--- src/rtl/posit_mul_sequencer.sv ---
// Posit32 operand queue + issue sequencer for the multiplier core (optional POSIT_SEQ_BYPASS_EN zero/NaR shortcut).
// Result valid core_latency+1 cycles after the start pulse; in_ready = FIFO not full, results held until out_ready.
module posit_mul_sequencer #(
  parameter int DEPTH   = 4,
  parameter int TAG_W   = 4,
  parameter int TIMEOUT = 255
) (
  input  logic             clk,
  input  logic             rst_n,
  input  logic             in_valid,
  output logic             in_ready,
  input  logic [31:0]      in_a,
  input  logic [31:0]      in_b,
  input  logic [TAG_W-1:0] in_tag,
  output logic             out_valid,
  input  logic             out_ready,
  output logic [31:0]      out_result,
  output logic [TAG_W-1:0] out_tag,
  output logic             out_err,
  output logic             core_start,
  output logic [31:0]      core_a,
  output logic [31:0]      core_b,
  input  logic [31:0]      core_result,
  input  logic             core_done
);

  localparam int          PTR_W    = $clog2(DEPTH);
  localparam logic [31:0] NAR      = 32'h8000_0000;
  localparam logic [15:0] TMO_LAST = 16'(TIMEOUT - 1);

  typedef enum logic [1:0] {IDLE, ISSUE, WAIT, HOLD} state_t;

  state_t             state, state_nxt;
  logic [31:0]        mem_a   [DEPTH];
  logic [31:0]        mem_b   [DEPTH];
  logic [TAG_W-1:0]   mem_tag [DEPTH];
  logic [PTR_W-1:0]   wr_ptr, rd_ptr;
  logic [PTR_W:0]     count;
  logic [15:0]        tmo_cnt;
  logic               push, pop, timed_out, bypass;
  logic [31:0]        bypass_res;

  // count never exceeds DEPTH (a power of two), so its MSB alone flags full
  assign in_ready  = ~count[PTR_W];
  assign push      = in_valid && in_ready;
  assign pop       = out_valid && out_ready;
  assign core_a    = mem_a[rd_ptr];
  assign core_b    = mem_b[rd_ptr];
  assign timed_out = (tmo_cnt == TMO_LAST);

`ifdef POSIT_SEQ_BYPASS_EN
  assign bypass     = (count != '0) &&
                      (core_a == 32'h0 || core_a == NAR || core_b == 32'h0 || core_b == NAR);
  assign bypass_res = (core_a == NAR || core_b == NAR) ? NAR : 32'h0;
`else
  assign bypass     = 1'b0;
  assign bypass_res = 32'h0;
`endif

  always_ff @(posedge clk or negedge rst_n) begin
    if (!rst_n) state <= IDLE;
    else        state <= state_nxt;
  end

  always_comb begin
    state_nxt = state;
    case (state)
      IDLE:    if (bypass) state_nxt = HOLD;
               else if (count != '0) state_nxt = ISSUE;
      ISSUE:   state_nxt = WAIT;
      WAIT:    if (core_done || timed_out) state_nxt = HOLD;
      HOLD:    if (out_ready) state_nxt = IDLE;
      default: state_nxt = IDLE;
    endcase
  end

  always_comb begin
    core_start = 1'b0;
    out_valid  = 1'b0;
    case (state)
      ISSUE:   core_start = 1'b1;
      HOLD:    out_valid  = 1'b1;
      default: ;
    endcase
  end

  always_ff @(posedge clk or negedge rst_n) begin
    if (!rst_n) begin
      tmo_cnt    <= '0;
      out_result <= '0;
      out_tag    <= '0;
      out_err    <= 1'b0;
    end else begin
      if (state == ISSUE) tmo_cnt <= '0;
      else if (state == WAIT && !core_done && !timed_out) tmo_cnt <= tmo_cnt + 1'b1;

      if (state == IDLE && bypass) begin
        out_result <= bypass_res;
        out_tag    <= mem_tag[rd_ptr];
        out_err    <= 1'b0;
      end else if (state == WAIT && core_done) begin
        out_result <= core_result;
        out_tag    <= mem_tag[rd_ptr];
        out_err    <= 1'b0;
      end else if (state == WAIT && timed_out) begin
        out_result <= NAR;
        out_tag    <= mem_tag[rd_ptr];
        out_err    <= 1'b1;
      end
    end
  end

  always_ff @(posedge clk or negedge rst_n) begin
    if (!rst_n) begin
      wr_ptr <= '0;
      rd_ptr <= '0;
      count  <= '0;
    end else begin
      if (push) wr_ptr <= wr_ptr + 1'b1;
      if (pop)  rd_ptr <= rd_ptr + 1'b1;
      case ({push, pop})
        2'b10:   count <= count + 1'b1;
        2'b01:   count <= count - 1'b1;
        default: ;
      endcase
    end
  end

  // Storage needs no reset: entries are only read while count says they are valid
  always_ff @(posedge clk) begin
    if (push) begin
      mem_a[wr_ptr]   <= in_a;
      mem_b[wr_ptr]   <= in_b;
      mem_tag[wr_ptr] <= in_tag;
    end
  end

endmodule
--- config.mk ---
export PLATFORM = sky130hd
export DESIGN_NAME = posit_mul_sequencer
export DESIGN_NICKNAME = d
export VERILOG_FILES = /design/src/rtl/posit_mul_sequencer.sv
export SDC_FILE = /design/constraint.sdc
export NUM_CORES = 1
export LEC_CHECK = 0
export ABC_AREA = 1
export BUFFER_PORTS_ARGS = -buffer_cell sky130_fd_sc_hd__buf_2
export CAP_MARGIN = 20
export CORE_UTILIZATION = 61
export CTS_BUF_LIST = sky130_fd_sc_hd__clkbuf_16
export DETAILED_ROUTE_END_ITERATION = 10
export GPL_TIMING_DRIVEN = 1
export PLACE_DENSITY = 0.88
export REMOVE_ABC_BUFFERS = 1
export SLEW_MARGIN = 15
export SYNTH_ARGS = -nofsm -noshare
export SYNTH_HDL_FRONTEND = slang
export SYNTH_SLANG_ARGS = --single-unit
--- constraint.sdc ---
create_clock -name clk -period 6.1 [get_ports clk]
set_input_delay 1.525 -clock clk [delete_from_list [all_inputs] [get_ports clk]]
set_output_delay 1.525 -clock clk [all_outputs]
set_load 0.01 [all_outputs]
# After elaboration in Yosys (flattened, before gate mapping)
# Memory sizes are Yosys's and may differ from the RTL's.
# Index checks and enable logic that the tools add are counted.
[op_classes]
bitwise_logic = 1
muxes = 17
n_addsub = 5
n_eq_ne = 9
reduce_logical = 15
[ops]
columns = ["cell", "count"]
rows = [
  ["two-way mux 32 bit", 2],
  ["two-way mux 16 bit", 2],
  ["adder 16 x 1 -> 16 bit (second input constant)", 1],
  ["== test 16 x 8 -> 1 bit (second input constant)", 1],
  ["two-way mux 4 bit", 2],
  ["case mux 2 bit (4 select lines)", 1],
  ["== test 2 bit (second input constant)", 3],
  ["logical AND 1 bit", 6],
  ["two-way mux 1 bit", 6],
  ["two-way mux 2 bit", 3],
  ["inequality test 2 bit (second input constant)", 3],
  ["case mux 3 bit (2 select lines)", 1],
  ["nonzero test 2 bit", 3],
  ["adder 2 x 1 -> 2 bit (second input constant)", 2],
  ["== test 2 x 1 -> 1 bit (second input constant)", 2],
  ["adder 3 x 1 -> 3 bit (second input constant)", 1],
  ["AND reduction 3 bit", 1],
  ["nonzero test 3 bit", 1],
  ["subtractor 3 x 1 -> 3 bit (second input constant)", 1],
  ["zero test 1 bit", 2],
  ["zero test 2 bit", 1],
  ["logical OR 1 bit", 1],
  ["inverter 1 bit", 1],
]
[totals]
mem_bits_rw = 272
in_bits = 105
regBits = 62
output_inout_bits = 104
mem_count = 3
elab_cells = 58
[memory_table]
columns = ["memory", "depth", "word_bits", "rd", "rd_ports_with_merged_regs", "wr", "line_no", "rtl"]
rows = [
  ["mem_a", 4, 32, 1, 0, 1, "34", "logic [31:0] mem_a [DEPTH];"],
  ["mem_b", 4, 32, 1, 0, 1, "35", "logic [31:0] mem_b [DEPTH];"],
  ["mem_tag", 4, 4, 1, 0, 1, "36", "logic [TAG_W-1:0] mem_tag [DEPTH];"],
]

# Logic depth before layout (Yosys ltp)
[depth]
depth_word = 5
mapped_depth = 11
mapped_depth_nobuf = 10

# Least setup slack after synthesis
# OpenSTA, ideal clock, no wires.
[synth_path]
path_kind = "input to register"
from = "in in_valid"
to = "mem mem_a[0][0] (enable)"
setup_slack_ps = 1055
setup_time_ps = 495
arrival_ps = 4550
n_path_buf = 0
cell_stages = 2
required_ps = 5605
path_cell_list = "nand2_1 > nor2_1"
[synth_via]
elab_chain_cells = 3
[synth_rtl]
columns = ["item", "line_no", "rtl"]
rows = [
  ["from (decl)", "10", "input logic in_valid,"],
  ["logical AND 1 bit", "45", "assign push = in_valid && in_ready;"],
  ["two-way mux 1 bit", "131", "if (push) begin"],
  ["two-way mux 1 bit (implied by the code)", "132", "mem_a[wr_ptr] <= in_a;"],
  ["to (decl)", "34", ""],
]
# No other way between the ends.

# Worst setup path in the final report
[layout_path]
from = "reg rd_ptr[0]"
to = "out core_b[29]"
[layout_via]
elab_chain_cells = 1
[layout_rtl]
columns = ["item", "line_no", "rtl"]
rows = [
  ["from (decl)", "37", "logic [PTR_W-1:0] wr_ptr, rd_ptr;"],
  ["from (signal assigned)", "120", "if (pop) rd_ptr <= rd_ptr + 1'b1;"],
  ["memory (4 x 32 bit)", "-", ""],
  ["to (decl)", "22", "output logic [31:0] core_b,"],
]
# No other way between the ends.

==> impl_metrics.csv <==
group,metric,value,unit
timing,whs,0.466,ns
die,fp-row-count,53,
final_layout,fill_cells,1287,
timing,max_clock_freq,222,MHz
synthesis,synth_top_area_share,0.625,
cts,clk_latency,0.51,ns
synthesis,netlist_instances,1051,
power_and_ir_drop,p_comb_frac,0.313,
timing,finalHoldViolCount,0,
synthesis,synth-edff-count,272,
synthesis,yosys.cell_count.top_type,"edfxtp_1",
global_routing,first_global_vias,8781,
cts,cts_made_buffers,34,
cts,ctsHoldBuffers,0,
die,die_y,148,microns
synthesis,yosysTopAreaCell,"edfxtp_1",
global_routing,grt_max_degree,102,
timing,fin_crit_sh,0.738,
timing,period_minus_slack,4.50,ns
synthesis,synth_common_cells,"edfxtp_1 (272), nand2_1 (177), nor2_1 (176), o21ai_0 (135), o22ai_1 (68)",
place,dpl.hpwl,16600,microns
final_layout,nNetsFinal,1368,
run_status,status,"finished clean",
synthesis,async_reset_ff_frac,0.186,
die,die_area,0.0220,sq mm
power_and_ir_drop,pwr-share-seq,0.411,
power_and_ir_drop,power.density,476,mW/mm^2
drt,routedWlPerCell,17.9,microns
drt,vias,8886,
drt,route.detailed.drc,0,
power_and_ir_drop,power.net_switching,2.54,mW
die,coreArea,0.0210,sq mm
cts,cts_tree,"yes",
global_routing,grt_first_pass_wirelength,42400,microns
drt,ant_nets,0,
drt,dr_wl_met2,13700,microns
worst_setup_path,path_class,"flop to output pin",
timing,slew_headroom,0.309,
place,io_buffers,208,
final_layout,finish.utilization,0.735,
power_and_ir_drop,power.leakage,6.09,nW
synthesis,netlist_area,0.0131,sq mm
global_routing,grt_overflow,0,
cts,h-tree-depth,2,
power_and_ir_drop,clkPwrFrac,0.276,
worst_setup_path,crit_arrival,2.98,ns
drt,drt-pass1-iter-count,5,
power_and_ir_drop,p_int,4.82,mW
cts,cts.clk_slew.worst_paths,0.06,ns
synthesis,synth_seq_cells,334,
global_routing,antenna_found_initial,4,
worst_setup_path,path_max_fanout,101,
drt,routed.top_layer,"met5",
timing,rsz0062_at_grt,"false",
drt,routed_wl,27700,microns
worst_setup_path,start_kind,"flop",
final_layout,layout-drive-gt1-share,0.219,
place,place_congestion,0.835,
power_and_ir_drop,fin_total_pwr,7.36,mW
cts,cts_root_buf,"clkbuf_16",
cts,cts_resized,0,
final_layout,synthToLayoutAreaGrowth,18.3,%
worst_setup_path,worstPathRequired,4.58,ns
cts,cts_setup_buffers,0,
die,start_util,0.621,
synthesis,yosysWarnings,0,
timing,worst_slew_pin_slew,1.04,ns
timing,finalMaxSlewViolations,0,
timing,clock_skew,0.0123,ns
drt,wl_met1,10600,microns
timing,tns,0,ns
timing,finalSetupViolCount,0,
hold_path,worstHoldPathType,"flop to flop",
worst_setup_path,end_kind,"output pin",
drt,avgViaCountPerCell,5.72,
drt,wl_met3,2560,microns
cts,cts.sinks,334,
die,ios,209,
power_and_ir_drop,irDropWorstVdd,0.000324,V
synthesis,synth.area.top_cells,"edfxtp_1 (63%), dfrtp_1 (12%), o21ai_0 (5.2%)",
synthesis,synth.distinct_cells,29,
power_and_ir_drop,swShare,0.345,
worst_setup_path,rrSetupSlack,3.54,ns
cts,cts_buffer_depth,3,
synthesis,ys.flop_type,"edfxtp_1",
synthesis,synth_area_per_cell,12.4,sq um
die,die_w,148,microns
synthesis,yosysSeqAreaShare,0.744,
global_routing,grt_util_all_layers,0.252,
run,cap_violations,0,
drt,dr.first_iter.drc_count,778,
-- path summary, 6_finish.rpt --
kind,from,end,cells past startpoint
worst max-delay path,rd_ptr[0]$_DFFE_PN0P_,core_b[29],5
worst max register to register,rd_ptr[0]$_DFFE_PN0P_,out_tag[3]$_DFFE_PN0P_,6
worst min register to register,out_tag[1]$_DFFE_PN0P_,out_tag[1]$_DFFE_PN0P_,2
min in group asynchronous,rst_n,out_result[6]$_DFFE_PN0P_,2
max in group asynchronous,rst_n,rd_ptr[0]$_DFFE_PN0P_,2
worst min-delay path,out_tag[1]$_DFFE_PN0P_,out_tag[1]$_DFFE_PN0P_,2
-- stage by stage --
| stage | cell area [sq um] | std cells | worst slack, ns |
|---|---|---|---|
| floorplan | 12800 | 996 | 0.630 |
| global placement | 14300 | 1489 | 2.14 |
| detailed placement | 14300 | 1489 | 2.09 |
| CTS | 15400 | 1551 | 1.54 |
| global route | 15400 | 1552 | 1.39 |
| finish | 15500 | 1553 | 1.60 |
-- layout by cell type (no fill, tap or decap), types with 2 or more instances in the layout --
cell,n
a21oi_1,3
buf_4,10
ha_1,11
nor2_4,6
inv_1,41
o21ai_0,135
nand3_1,18
clkinv_8,2
clkbuf_16,35
clkinv_2,3
inv_4,2
o21ai_1,8
clkinv_1,6
xor2_1,8
nand4_1,13
buf_2,208
inv_2,2
dfrtp_1,60
bufinv_16,4
xnor2_1,2
edfxtp_1,272
nand2_1,177
nor2_1,172
o22ai_1,68
-- flip-flops by register name, indices dropped and copies added, names as in the netlist, 3 cells and up --
signal / flops
mem_a: 128
mem_tag: 16
out_result: 32
mem_b: 128
tmo_cnt: 16
count: 3
out_tag: 4
-- cell type report --
cell class                      count  area [sq um]  share of cell area
Inverter                           34           133             0.00858
Clock inverter                     27           239              0.0155
Clock buffer                       35           876              0.0567
Timing Repair Buffer              219          1140              0.0735
Antenna cell                        1          2.50            0.000162
Tap cell                          275           344              0.0223
Multi-Input combinational cell    628          3000               0.194
Sequential cell                   334          9720               0.629
-- cells by family after synthesis --
kind of cell	Yosys count	share of synthesized area
AO/OA/AOI/OAI	215	0.0891
XOR/XNOR	10	0.00671
adder cells (fa/ha/maj)	12	0.0121
buffers and inverters	89	0.0287
flip-flops	334	0.744
AND/OR/NAND/NOR	391	0.119
-- critical path, stage by stage, from the launching register on --
cell and delay [ns]:
dfrtp_4 0.64, inv_4 0.74, buf_4 0.49, nor2_1 0.08
o22ai_1 0.27, buf_2 0.19
-- layer usage --
metal	vias up	GRT usage
li1	4128	-
met1	4221	0.307
met2	453	0.423
met3	78	0.0623
met4	6	0.124
met5	-	0
-- power groups by stage --
| stage | clock [mW] | combinational (mW) | sequential [mW] |
|---|---|---|---|
| 2_1_floorplan | 0 | 1.19 | 3.19 |
| 3_5_place_dp | 0 | 2.27 | 3.07 |
| 6_report | 2.03 | 2.30 | 3.03 |
| 5_1_grt | 2.15 | 2.53 | 3.06 |
| 3_3_place_gp | 0 | 2.21 | 3.05 |
| 4_1_cts | 2.05 | 2.29 | 3.03 |
No activity file was read; power rests on OpenSTA's default activity.
